<file path="config.mk">
export PLATFORM = sky130hd
export DESIGN_NAME = ps2_tx_engine
export DESIGN_NICKNAME = d
export VERILOG_FILES = /design/src/rtl/ps2_tx_engine.sv
export SDC_FILE = /design/constraint.sdc
export NUM_CORES = 1
export LEC_CHECK = 0
export ABC_AREA = 1
export CELL_PAD_IN_SITES_DETAIL_PLACEMENT = 2
export CELL_PAD_IN_SITES_GLOBAL_PLACEMENT = 2
export CORE_UTILIZATION = 33
export DETAILED_ROUTE_END_ITERATION = 7
export MAX_ROUTING_LAYER = met4
export PLACE_DENSITY = 0.77
export SYNTH_ARGS = -nofsm -noshare
export SYNTH_HDL_FRONTEND = slang
export SYNTH_SLANG_ARGS = --single-unit
</file>
<file path="constraint.sdc">
create_clock -name clk_sys -period 2.5 [get_ports clk_sys]
set_input_delay 0.5 -clock clk_sys [delete_from_list [all_inputs] [get_ports clk_sys]]
set_output_delay 0.5 -clock clk_sys [all_outputs]
set_load 0.02 [all_outputs]
</file>
<file path="src/rtl/ps2_tx_engine.sv">
// rtl/ps2_tx_engine.sv - device-side PS/2 transmitter with byte FIFO, abort/retry, flush and inter-byte gap
module ps2_tx_engine #(
   parameter int FIFO_BITS = 3,
   parameter int PS2DIV    = 20,
   parameter int GAP       = 2
) (
   input  logic                 clk_sys,
   input  logic                 reset,
   input  logic                 wr,
   input  logic [7:0]           wr_data,
   input  logic                 flush,
   input  logic                 inhibit,
   output logic                 ps2_clk,
   output logic                 ps2_data,
   output logic                 busy,
   output logic                 empty,
   output logic                 full,
   output logic [FIFO_BITS:0]   level,
   output logic                 overflow
);

   localparam int DIV_W = (PS2DIV > 2) ? $clog2(PS2DIV) : 1;
   localparam logic [DIV_W-1:0] DIV_LAST = DIV_W'(PS2DIV - 1);
   localparam logic [FIFO_BITS:0] FULL_LVL = {1'b1, {FIFO_BITS{1'b0}}};

   typedef enum logic [1:0] {S_IDLE, S_SEND, S_HOLD, S_GAP} state_t;

   state_t               state_q, state_d;
   logic [DIV_W-1:0]     div_q, div_d;
   logic                 phase_q, phase_d;
   logic [3:0]           idx_q, idx_d;
   logic [3:0]           gap_q, gap_d;
   logic [FIFO_BITS:0]   wptr_q, wptr_d;
   logic [FIFO_BITS:0]   rptr_q, rptr_d;
   logic                 ovf_q, ovf_d;
   logic                 clk_q, clk_d;
   logic                 data_q, data_d;
   logic [7:0]           mem_q [1 << FIFO_BITS];

   logic [7:0]           head;
   logic [FIFO_BITS:0]   lvl;
   logic                 rise;
   logic                 push;
   logic                 frame_bit;

   assign lvl      = wptr_q - rptr_q;
   assign head     = mem_q[rptr_q[FIFO_BITS-1:0]];
   assign rise     = (div_q == DIV_LAST) && !phase_q;
   assign push     = wr && (lvl != FULL_LVL) && !flush;

   assign level    = lvl;
   assign empty    = (lvl == '0);
   assign full     = (lvl == FULL_LVL);
   assign overflow = ovf_q;
   assign busy     = (state_q != S_IDLE);
   assign ps2_clk  = clk_q;
   assign ps2_data = data_q;

   // Bit that becomes valid on the next rise tick: data LSB first, odd parity, stop.
   always_comb begin
      frame_bit = 1'b1;
      if (idx_q < 4'd8) begin
         frame_bit = head[idx_q[2:0]];
      end else if (idx_q == 4'd8) begin
         frame_bit = ~^head;
      end
   end

   always_comb begin
      div_d   = (div_q == DIV_LAST) ? '0 : div_q + 1'b1;
      phase_d = (div_q == DIV_LAST) ? ~phase_q : phase_q;
      state_d = state_q;
      idx_d   = idx_q;
      gap_d   = gap_q;
      wptr_d  = wptr_q;
      rptr_d  = rptr_q;
      ovf_d   = ovf_q;
      clk_d   = 1'b1;
      data_d  = 1'b1;

      if (wr) begin
         if (lvl == FULL_LVL) begin
            ovf_d = 1'b1;
         end else begin
            wptr_d = wptr_q + 1'b1;
         end
      end

      case (state_q)
         S_IDLE: begin
            if (rise && (lvl != '0) && !inhibit) begin
               state_d = S_SEND;
               idx_d   = 4'd0;
               data_d  = 1'b0;
            end
         end
         S_SEND: begin
            if (inhibit) begin
               state_d = S_HOLD;
            end else begin
               clk_d  = phase_d;
               data_d = data_q;
               if (rise) begin
                  if (idx_q == 4'd10) begin
                     rptr_d = rptr_q + 1'b1;
                     data_d = 1'b1;
                     if (GAP == 0) begin
                        state_d = S_IDLE;
                     end else begin
                        state_d = S_GAP;
                        gap_d   = 4'(GAP);
                     end
                  end else begin
                     idx_d  = idx_q + 4'd1;
                     data_d = frame_bit;
                  end
               end
            end
         end
         S_HOLD: begin
            // Head byte was never popped, so the retry resends it from the start bit.
            if (rise && !inhibit) begin
               state_d = S_SEND;
               idx_d   = 4'd0;
               data_d  = 1'b0;
            end
         end
         S_GAP: begin
            if (rise) begin
               gap_d = gap_q - 4'd1;
               if (gap_q <= 4'd1) begin
                  state_d = S_IDLE;
               end
            end
         end
         default: state_d = S_IDLE;
      endcase

      if (flush) begin
         wptr_d  = '0;
         rptr_d  = '0;
         ovf_d   = 1'b0;
         state_d = S_IDLE;
         idx_d   = 4'd0;
         gap_d   = 4'd0;
         clk_d   = 1'b1;
         data_d  = 1'b1;
      end
   end

   always_ff @(posedge clk_sys) begin
      if (reset) begin
         state_q <= S_IDLE;
         div_q   <= '0;
         phase_q <= 1'b0;
         idx_q   <= 4'd0;
         gap_q   <= 4'd0;
         wptr_q  <= '0;
         rptr_q  <= '0;
         ovf_q   <= 1'b0;
         clk_q   <= 1'b1;
         data_q  <= 1'b1;
      end else begin
         state_q <= state_d;
         div_q   <= div_d;
         phase_q <= phase_d;
         idx_q   <= idx_d;
         gap_q   <= gap_d;
         wptr_q  <= wptr_d;
         rptr_q  <= rptr_d;
         ovf_q   <= ovf_d;
         clk_q   <= clk_d;
         data_q  <= data_d;
         if (push) begin
            mem_q[wptr_q[FIFO_BITS-1:0]] <= wr_data;
         end
      end
   end

endmodule

</file>
-- After elaboration in Yosys (flattened, before gate mapping)
Memories as Yosys holds them, arrays and structs flattened. A register that Yosys moved wholly into a read port is not among the register bits.
Cells that the tools add are included.
- reduce and logical (&&, ||, !) cells: 25
- add/subtract/negate cells: 6
- multiplexer cells: 35
- bitwise operators: 4
- $lt $le $gt $ge: 3
- equality and inequality tests: 18
- operator list (kind ; count):
    $mux 4 ; 9
    $ne 2x2->1 const B ; 8
    $mux 2 ; 7
    $add 4x1->4 const B ; 3
    $eq 4x4->1 const B ; 3
    $mux 1 ; 12
    $pmux 4 s3 ; 1
    $reduce_and 6->1 ; 2
    $pmux 2 s4 ; 1
    $pmux 4 s2 ; 1
    $reduce_xnor 8->1 ; 1
    $logic_and 1x1->1 ; 6
    $mux 3 ; 2
    $ne 3x3->1 const B ; 2
    $add 5x1->5 const B ; 1
    $eq 5x5->1 const B ; 1
    $reduce_and 5->1 ; 1
    $eq 2x2->1 const B ; 2
    $le 4x1->1 const B ; 1
    $logic_not 4->1 ; 1
    $lt 3x4->1 const B ; 1
    $lt 4x4->1 const B ; 1
    $ne 4x4->1 const B ; 1
    $not 1->1 ; 4
    14 further kinds ; 19
- word-level logic and storage cells: 102
- input bits: 13
- memory bits (writable): 64
- bits in registers: 27
- output and inout bits: 10
- memories kept: 1
- memories (memory ; depth ; bits a word ; read ports ; clocked after Yosys merged registers in ; wr ports ; line ; source):
    mem_q ; 8 ; 8 ; 1 ; 1 ; 1 ; 38 ; logic [7:0] mem_q [1 << FIFO_BITS];

-- Longest topological paths before layout
- depth in word-level cells: 7
- depth in mapped cells: 19
- mapped depth without buffers: 17

-- Least setup slack after synthesis
OpenSTA, ideal clock, no wires.
- kind: reg-to-reg
- from: register wptr_q[0]
- to: memory mem_q[1][0], enable pin
- stages on the path, launching flop included: 13
- arrival: 2201 ps
- library setup time: 370 ps
- period minus slack after synthesis: 2572 ps
- setup slack: -72 ps
- data required time: 2130 ps
- cell sequence: dfxtp_1 > inv_1 > ha_1 > inv_1 > fa_1 > nor2_1 > nand2_1 > nor2_2 > inv_2 > nand2_2 > nor2_2 > nand2_1 > nor2_1
- longest elaborated chain between the ends: 7
- ends and longest elaborated chain (what ; line ; source):
    from (decl) ; 33 ; logic [FIFO_BITS:0] wptr_q, wptr_d;
    from (signal assigned) ; 169 ; wptr_q <= wptr_d;
    $sub 4x4->4 ; 46 ; assign lvl = wptr_q - rptr_q;
    via level[1] ; 18 ; output logic [FIFO_BITS:0] level,
    $ne 4x4->1 ; 49 ; assign push = wr && (lvl != FULL_LVL) && !flush;
    $logic_and 1x1->1 (2 in series) ; 49 ;
    $mux 1 ; 174 ; if (push) begin
    $mux 1 ; 152 ; if (reset) begin
    $mux 1 (implied by the code) ; 175 ; mem_q[wptr_q[FIFO_BITS-1:0]] <= wr_data;
    to (decl) ; 38 ;
The timed path passes the listed nets, and every way through them passes these cells.

-- Worst setup path in the final report
- from: register wptr_q[0]
- to: memory mem_q[4][7], enable pin
- longest elaborated chain between the ends: 7
- ends and longest elaborated chain (what ; line):
    $sub 4x4->4 ; 46
    $ne 4x4->1 ; 49
    $logic_and 1x1->1 (2 in series) ; 49
    $mux 1 ; 174
    $mux 1 ; 152
    $mux 1 (implied by the code) ; 175
Several ways; a longest one is shown, not always the timed one.

==> results.toml <==
[run_status]
status = "finished, violations left"
violations = "setup timing"

[floorplanning]
num_rows = 43
initial_utilization_pct = 33.8
die_area_sq_um = 14800
ios = 23
die_w_um = 122
die_h_um = 122
coreArea_sq_um = 13900

[yosys]
synthCells = 564
synth_seq_cells = 94
synth_flop_cell = "edfxtp_1"
async_reset_ff_share_pct = 0
synth_top_area_share_pct = 40.8
synth_fp_nets = 590
synth-edff-count = 64
ys_warn_count = 0
syn_area_sq_um = 4720
synth_commonest_cells = "189 x nand2_1, 92 x inv_1, 64 x edfxtp_1, 55 x nand3_1, 43 x nor2_1"
synthDistinctLibCells = 33
yosysMostFrequentCell = "nand2_1"
synth.yosys.seq_area_share_pct = 53.5
synth_area_leaders = "edfxtp_1 41%, nand2_1 15%, dfxtp_1 13%"
synth_top_cell_by_area = "edfxtp_1"
avgSynthCellArea_sq_um = 8.36

[cells_and_area]
synthToLayoutAreaGrowth_pct = 25.0
fillers = 1512
finalInstanceArea_sq_um = 5900
final_nets = 647
drive_above_1_share_pct = 15.7
antenna_cells = 0

[grt]
grtUsageTotal_pct = 22.5
grt_pass1_vias = 4284
grt_max_degree = 29
grt_overflow_total = 0
grt_pass1_wl_um = 23600
antenna_found_initial = 0

[clocking]
clk_pin_slew_ns = 0.07
clock_tree.buffer_depth = 2
insertion_delay_ns = 0.35
cts_made_buffers = 9
cts_root_buf = "clkbuf_16"
cts_max_level = 3
cts_tree = "yes"
cts_sinks = 94

[timing]
period_share_pct = 101
fmax_mhz = 397
hold_violations = 0
setup_ws_ns = -0.0211
min_period_ns = 2.52
clock_skew_ns = 0.00632
slew_headroom_pct = 66.6
report.final.slew_viol_count = 0
setup_viol = 17
worstMarginPinSlew_ns = 0.499
tns_ns = -0.208

[power_and_ir_drop]
power_density_nw_per_um2 = 606
ir_drop_mv = 0.429
leakagePower_uw = 0.00257

[setup_path]
worst_path_max_delay_cell = "fa_2"
startpoint_type = "flop"
cp_cell_sequence = "inv_2 -> ha_4 -> inv_2 -> fa_2 -> nor2_4 -> nand2_4 -> nor2_4 -> buf_6 -> inv_4 -> nand2_4 -> inv_4 -> nand3_4 -> buf_6 -> nor2_4 -> buf_6"
crit_path_end_kind = "flop"
slowest_delay_ns = 0.57
crit_type = "flop to flop"
required_ns = 2.57
cp_data_arrival_time_ns = 2.59
cp_max_fo = 8
crit_family = "adder cells"
worst-path-buf-inv = 7

[detailed_routing]
num_vias = 3942
first_pass_iters = 4
drc = 0
routed_wl_um = 15800
viasPerCell = 4.89
wl_per_cell_um = 19.6
ant_nets = 0
drt_iter0_markers = 165

[placement]
hpwlAfterDp_um = 10900
dpl_cell_area_sq_um = 5280
io_buffers = 22
gp_congestion = 0.853

[min_path]
hp-class = "flop to flop"

[flow_run]
cap_violations = 0
[cell type report]
cell class / count / area (sq um) / area share [%]
inverter: 97 / 374 / 6.35
timing repair buffer: 59 / 522 / 8.85
sequential: 94 / 2530 / 42.9
tap: 180 / 225 / 3.82
clock buffer: 9 / 225 / 3.82
multi-input combinational: 360 / 1880 / 31.9
clock inverter: 7 / 143 / 2.42
[cell families (layout without fill, tap and decap cells)]
| kind of cell | after synthesis | in the layout | synth area share (%) |
|---|---|---|---|
| AO/OA/AOI/OAI | 33 | 33 | 3.87 |
| XOR/XNOR | 6 | 6 | 1.11 |
| flip-flops | 94 | 94 | 53.5 |
| AND/OR/NAND/NOR | 308 | 308 | 27.9 |
| adder cells (fa/ha/maj) | 13 | 13 | 3.61 |
| buffers and inverters | 110 | 172 | 10.0 |
[worst paths after layout]
check,slack (ns),endpoint,from,depth (start not counted)
worst max-delay path,-0.02,mem_q[4][7]$_DFFE_PP_,wptr_q[0]$_SDFFE_PP0N_,15
worst min-delay path,0.45,div_q[0]$_SDFF_PP0_,div_q[0]$_SDFF_PP0_,1
worst max register to register,-0.02,mem_q[4][7]$_DFFE_PP_,wptr_q[0]$_SDFFE_PP0N_,15
worst min register to register,0.45,div_q[0]$_SDFF_PP0_,div_q[0]$_SDFF_PP0_,1
[cells in the final DEF (no fill, tap or decap), types with 2 or more instances in the layout]
cell             instances
o21ai_1                  2
inv_4                    2
clkdlybuf4s50_1         17
edfxtp_1                64
nor3b_1                  2
o21ai_0                  9
nor3_1                   6
nor2_1                  32
nand2_1                187
nand2_4                  3
ha_1                    10
nand3_1                 54
nand3_2                  3
nor2_2                   5
bufinv_16                4
inv_6                    3
nor2_4                   9
and3_1                   3
dfxtp_1                 28
inv_2                    5
a21oi_1                 16
inv_1                   89
buf_6                    9
clkbuf_16                9
o21ai_2                  2
ha_4                     2
xor2_1                   3
buf_4                   30
[worst reg2reg max path, delay by kind of cell, from the launching register on]
family | cells | cell delay, ns
buffers and inverters | 7 | 0.70
adders and majority gates | 2 | 0.72
and+or+nand+nor | 6 | 0.47
DFF | 1 | 0.33
[through the flow]
step / std cells / utilization (%) / hold WS, ns / total power [uW] / setup WS (ns)
after global routing: 806 / 42.3 / 0.471 / 3650 / -0.0529
final: 806 / 42.3 / 0.453 / 3570 / -0.0211
after detailed placement: 782 / 37.9 / 0.441 / 1870 / -0.352
after floorplan: 564 / - / 0.418 / 1780 / -0.0716
after CTS: 801 / 41.4 / 0.456 / 3570 / 0.00747
after global placement: 782 / 37.9 / 0.430 / 1860 / -0.0836
[flip-flops by register name, indices dropped and copies added, names as in the netlist, 2 cells and up, named ones only]
signal	count
div_q	5
wptr_q	4
mem_q	64
state_q	2
gap_q	4
idx_q	4
rptr_q	4
[what timing repair did]
action / in CTS / in global routing
hold buffers: 0 / 0
setup endpoints to repair: 69 / 67
buffers inserted: 3 / 5
resized for setup: 40 / 27
pin swaps: 3 / 6
[power breakdown]
part	leakage (uW)	internal, uW	switching [uW]
Combinational	0.00157	74.6	118
Clock	0.000180	1080	622
Sequential	0.000820	1670	7.02
Total	0.00257	2830	747
[metal layers]
| metal | GRT usage (%) | vias up | routed length [um] |
|---|---|---|---|
| met2 | 37.8 | 48 | 8220 |
| met3 | 2.76 | 28 | 291 |
| met4 | 9.80 | 0 | 385 |
| met5 | - | - | 0 |
| li1 | - | 1894 | - |
| met1 | 27.2 | 1972 | 6920 |
Note: power is estimated with default switching activity, not from simulation.
==> variant 1, RTL diff (same settings) <==
`FIFO_BITS`: 3 -> 5.
--- a/src/rtl/ps2_tx_engine.sv
+++ b/src/rtl/ps2_tx_engine.sv
@@ -1,6 +1,6 @@
 // rtl/ps2_tx_engine.sv - device-side PS/2 transmitter with byte FIFO, abort/retry, flush and inter-byte gap
 module ps2_tx_engine #(
-   parameter int FIFO_BITS = 3,
+   parameter int FIFO_BITS = 5,
    parameter int PS2DIV    = 20,
    parameter int GAP       = 2
 ) (
Ports: changed (resized level); port bits go from 23 to 25. The function was not compared with the original's and may differ.
==> variant 1 against the unedited design <==
The run still ends with setup timing left; sequential cell count is 198 higher; non-clock buffer count is 72 higher; synthesized cell count is 120% higher; wire length grew to 3.0 times the old value; area after synthesis grew to 2.7 times the old value; cell count is 130% higher; sequential power grew to 3.2 times the old value; design area grew to 2.8 times the old value; sequential share of layout area is 9.0 points higher; power grew to 3.0 times the old value; register-to-register slack worse by 360 ps; setup slack worse by 400 ps; critical path type is now reg2out; largest power group is now registers.
==> variant 1: results (changes against the unedited design) <==
----------------------------------------------------
[Clocking]
  Clk_lat worst skew ... 540 ps (was 350 ps)
  Post-CTS Setup Inserts ... 17 (was 3)
  Post-CTS Resized ... 54 (was 40)
  Inserted Clock Buffers ... 34 (was 9)

[Place]
  Total half-perimeter wirelength after legalization and detailed placement ... 27,100 µm (was 10,900 µm)
  Area of placed instances ... 0.0143 mm² (was 0.00528 mm²)
  Count of placed standard cells including taps ... 1,771 (was 782)
  Buffers on Ports ... 24 (was 22)
  Worst setup timing slack at the placement stage ... -302 ps (was -352 ps)

[Cells and area]
  Number of fill cells in the layout ... 3,862 (was 1,512)
  Storage cell area ... 0.00842 mm² (was 0.00253 mm²)
  Post-Layout Cell Count ... 1,869 (was 806)

[Timing]
  Max-slew headroom ... 54.5% (was 66.6%)
  Final Setup Violations ... 271 (was 17)
  Worst Hold Slack ... 429 ps (was 453 ps)
  Worst setup skew after layout ... 18.9 ps (was 6.32 ps)
  Setup TNS after final layout ... -76,090 ps (was -208 ps)
  PnR worst setup slack ... -416 ps (was -21.1 ps)

[Critical path]
  Internal reg-to-reg setup slack ... -380 ps (was -20 ps)
  Termination of the worst setup path ... empty (was mem_q[4][7]$_DFFE_PP_)
  Worst flop-to-flop path endpoint ... mem_q[22][5]$_DFFE_PP_ (was mem_q[4][7]$_DFFE_PP_)
  Largest stage delay, worst path ... 400 ps (was 570 ps)

[Power]
  Max rail drop VDD ... 0.492 mV (was 0.429 mV)

[GRT]
  Met3 GRT Util ... 2.76% (about the same)
  GR Layer Usage met1 ... 28.2% (was 27.2%)
  Global-route usage over all layers ... 23.9% (was 22.5%)

[Synthesis]
  Fraction of the yosys area taken by sequential cells ... 65.8% (was 53.5%)
  Mapped Nets ... 1,255 (was 590)
  Top cells by instance count after synthesis ... sky130_fd_sc_hd__nand2_1, sky130_fd_sc_hd__edfxtp_1, sky130_fd_sc_hd__nand3_1 (was sky130_fd_sc_hd__nand2_1, sky130_fd_sc_hd__inv_1, sky130_fd_sc_hd__edfxtp_1)

[Outcome]
  Status ... complete, but fails checks (unchanged)
  Failing checks ... setup timing (unchanged)

[Route]
  M1 wire length ... 19,400 µm (was 6920 µm)
  Detailed router's first-iteration violation count ... 647 (was 165)
  Average vias per placed instance ... 5.37 (was 4.89)
  Count of TritonRoute iterations in the first routing pass ... 5 (was 4)
  Sum of met2 wire segment lengths after detailed routing ... 24,800 µm (was 8220 µm)

----------------------------------------------------
variant 1: cell types whose count changed after synthesis, moves of 4 or more:
cell | unedited run | this run
sky130_fd_sc_hd__buf_2 | 4 | 21
sky130_fd_sc_hd__dfxtp_1 | 30 | 36
sky130_fd_sc_hd__inv_1 | 92 | 49
sky130_fd_sc_hd__a21oi_1 | 16 | 25
sky130_fd_sc_hd__nor2_1 | 43 | 52
sky130_fd_sc_hd__xor2_1 | 4 | 8
sky130_fd_sc_hd__nand2_1 | 189 | 437
sky130_fd_sc_hd__ha_1 | 12 | 17
sky130_fd_sc_hd__buf_6 | 5 | 25
sky130_fd_sc_hd__nor3_1 | 6 | 14
sky130_fd_sc_hd__edfxtp_1 | 64 | 256
sky130_fd_sc_hd__clkbuf_1 | 0 | 7
sky130_fd_sc_hd__nand3_1 | 55 | 228
sky130_fd_sc_hd__o21ai_0 | 9 | 16
variant 1: cell type report:
cell class                      instances  share of cell area [%]
Tap cell                              511                    3.94
Inverter                               53                    1.29
Multi-Input combinational cell        821                    26.6
Clock buffer                           48                    6.02
Clock inverter                         13                   0.832
Sequential cell                       292                    51.8
Timing Repair Buffer                  131                    9.43
variant 1: where the power goes:
group | leakage [nW] | internal, mW | switching [mW]
Clock | 0.547 | 3.04 | 2.09
Combinational | 2.93 | 0.103 | 0.232
Sequential | 2.60 | 5.31 | 0.00751
Total | 6.07 | 8.45 | 2.33
variant 1: kinds of logic (layout without fill, tap and decap cells):
logic type / count (synthesis) / count (layout) / synth area share [%]
adder cells (fa/ha/maj): 18 / 18 / 1.82
AND/OR/NAND/NOR: 741 / 741 / 24.4
XOR/XNOR: 10 / 10 / 0.744
flip-flops: 292 / 292 / 65.8
buffers and inverters: 111 / 245 / 5.02
AO/OA/AOI/OAI: 52 / 52 / 2.19
==> variant 2, RTL diff (same flow settings) <==
Without the edit above. Re-encode `state_t` (4 states) as one-hot, 4 bits wide.
--- a/src/rtl/ps2_tx_engine.sv
+++ b/src/rtl/ps2_tx_engine.sv
@@ -23,7 +23,7 @@
    localparam logic [DIV_W-1:0] DIV_LAST = DIV_W'(PS2DIV - 1);
    localparam logic [FIFO_BITS:0] FULL_LVL = {1'b1, {FIFO_BITS{1'b0}}};
 
-   typedef enum logic [1:0] {S_IDLE, S_SEND, S_HOLD, S_GAP} state_t;
+   typedef enum logic [3:0] {S_IDLE = 4'b0001, S_SEND = 4'b0010, S_HOLD = 4'b0100, S_GAP = 4'b1000} state_t;
 
    state_t               state_q, state_d;
    logic [DIV_W-1:0]     div_q, div_d;
Check against the original RTL: no difference found for any inputs over 10 cycles, from zero or initial values and one cycle with reset high; not proved beyond that.
==> variant 2 against the unedited design <==
Setup slack better by 82 ps; global-route usage decreased by 1.1 points; via count increased by 1.5%; clock power shrank 23%; power shrank 10%; design area is 1.8% higher; hold slack better by 4.5 ps; wire length fell by 9.6%; sequential share of layout area down 0.075 points; area after synthesis rose by 1.5%; sequential cell count is 2 higher; critical path type unchanged; critical endpoint is now mem_q[6][5]$_DFFE_PP_.
==> variant 2: results (changes against the unedited design) <==
----------------------------------------------------
[Outcome]
  Status ... finished clean (was complete, but fails checks)

[Clocking]
  Inserted Clock Buffers ... 9 (unchanged)

[Synthesis]
  Fraction of the yosys area taken by sequential cells ... 53.5% (about the same)
  Predominant post-synthesis flop cell ... sky130_fd_sc_hd__edfxtp_1 (unchanged)
  Area contributors post-synth ... sky130_fd_sc_hd__edfxtp_1, sky130_fd_sc_hd__nand2_1, sky130_fd_sc_hd__dfxtp_1 (unchanged)
  Top cells by instance count after synthesis ... sky130_fd_sc_hd__nand2_1, sky130_fd_sc_hd__inv_1, sky130_fd_sc_hd__edfxtp_1 (unchanged)
  Mean area per synthesized cell ... 8.38 µm² (was 8.36 µm²)
  Mapped Nets ... 597 (was 590)
  Yosys cell types ... 38 (was 33)

[Cells and area]
  Share of final-layout standard cells stronger than drive strength 1 ... 15.3% (was 15.7%)
  Post-Layout Cell Count ... 809 (was 806)
  Number of fill cells in the layout ... 1,546 (was 1,512)
  Final layout net count ... 651 (was 647)

[Place]
  Buffers on Ports ... 22 (unchanged)
  Worst setup timing slack at the placement stage ... -147 ps (was -352 ps)
  Count of placed standard cells including taps ... 793 (was 782)
  Total half-perimeter wirelength after legalization and detailed placement ... 10,400 µm (was 10,900 µm)
  Placer Congestion ... 0.773 (was 0.853)

[Critical path]
  Largest stage delay, worst path ... 380 ps (was 570 ps)
  Data arrival at the endpoint of the critical path ... 2500 ps (was 2590 ps)

[Power]
  Internal power ... 2.45 mW (was 2.83 mW)
  Reported leakage power ... 2.56 nW (was 2.57 nW)
  Max rail drop VDD ... 0.285 mV (was 0.429 mV)

[GRT]
  Via count of the first global-routing pass ... 4,477 (was 4,284)
  Pin count of the biggest net entering global routing ... 32 (was 29)
  Global-route usage over all layers ... 21.4% (was 22.5%)

[Route]
  Detailed router's first-iteration violation count ... 120 (was 165)
  Total number of vias ... 4,000 (was 3,942)
  Total Routed Length ... 14,300 µm (was 15,800 µm)

[Timing]
  Worst setup skew after layout ... 7.52 ps (was 6.32 ps)
  Transition time at the pin with the least slew margin ... 831 ps (was 499 ps)

----------------------------------------------------
==> variant 2: cell types whose count changed in the layout (fill, tap and decap cells not counted), sizes merged, moves of 3 or more <==
cell	change
bufinv	-4
inv	+4
nand2	+4
nor2	-18
nor3	+6
nor4	+3
==> variant 2: power groups by stage <==
stage          Clock [mW]  Sequential (mW)  Combinational [mW]
3_3_place_gp            0             1.74               0.164
5_1_grt              1.43             1.71               0.195
2_1_floorplan           0             1.75              0.0817
6_report             1.32             1.71               0.177
4_1_cts              1.35             1.71               0.173
3_5_place_dp            0             1.74               0.173
==> variant 2: logic make-up (layout without fill, tap and decap cells) <==
group | Yosys count | in the layout | synth area share [%]
simple gates | 303 | 303 | 27.4
buf+inv | 115 | 173 | 9.83
flops | 96 | 96 | 53.5
compound gates | 39 | 39 | 4.73
fa+ha+maj | 13 | 13 | 3.56
xor+xnor | 5 | 5 | 0.915
==> variant 2: final timing paths <==
path                                        startpoint               endpoint  slack [ps]  depth (start not counted)
worst max-delay path            wptr_q[0]$_SDFFE_PP0N_  mem_q[6][5]$_DFFE_PP_          60                         15
worst min-delay path               div_q[0]$_SDFF_PP0_    div_q[0]$_SDFF_PP0_         460                          1
worst max register to register  wptr_q[0]$_SDFFE_PP0N_  mem_q[6][5]$_DFFE_PP_          60                         15
worst min register to register     div_q[0]$_SDFF_PP0_    div_q[0]$_SDFF_PP0_         460                          1
==> variant 2: area by class of cell <==
| class | count | area (µm²) | share of cell area, % |
|---|---|---|---|
| Inverter | 101 | 394 | 6.57 |
| Sequential cell | 96 | 2570 | 42.8 |
| Timing Repair Buffer | 57 | 588 | 9.80 |
| Clock inverter | 6 | 52.6 | 0.876 |
| Tap cell | 180 | 225 | 3.75 |
| Multi-Input combinational cell | 360 | 1950 | 32.5 |
| Clock buffer | 9 | 225 | 3.75 |
==> variant 2: per-layer routing <==
layer / up-vias / routed length, µm / track usage, %
li1: 1925 / - / -
met1: 1992 / 6060 / 24.9
met2: 66 / 7540 / 37.8
met3: 17 / 499 / 3.53
met4: 0 / 200 / 6.25
met5: - / 0 / -
==> variant 2: timing repair <==
| action | in CTS | in global routing |
|---|---|---|
| pin swaps | 1 | 4 |
| endpoints found under the setup margin | 13 | 75 |
| hold endpoints to repair | 0 | 0 |
| setup buffers | 0 | 1 |
| resized for setup | 18 | 12 |
==> variant 2: worst max-delay path, delay by kind of cell (launching register included) <==
| family | cells | cell delay (ps) |
|---|---|---|
| adder cells (fa/ha/maj) | 2 | 490 |
| XOR/XNOR | 1 | 180 |
| buffers and inverters | 6 | 530 |
| AND/OR/NAND/NOR | 6 | 600 |
| flip-flops | 1 | 370 |
==> variant 2: per-stage QoR <==
step                      hold WS [ps]  area, µm²
after floorplan                    418       4940
after global placement             432       5660
after detailed placement           452       5660
after CTS                          465       5930
after global routing               481       6000
final                              457       6000
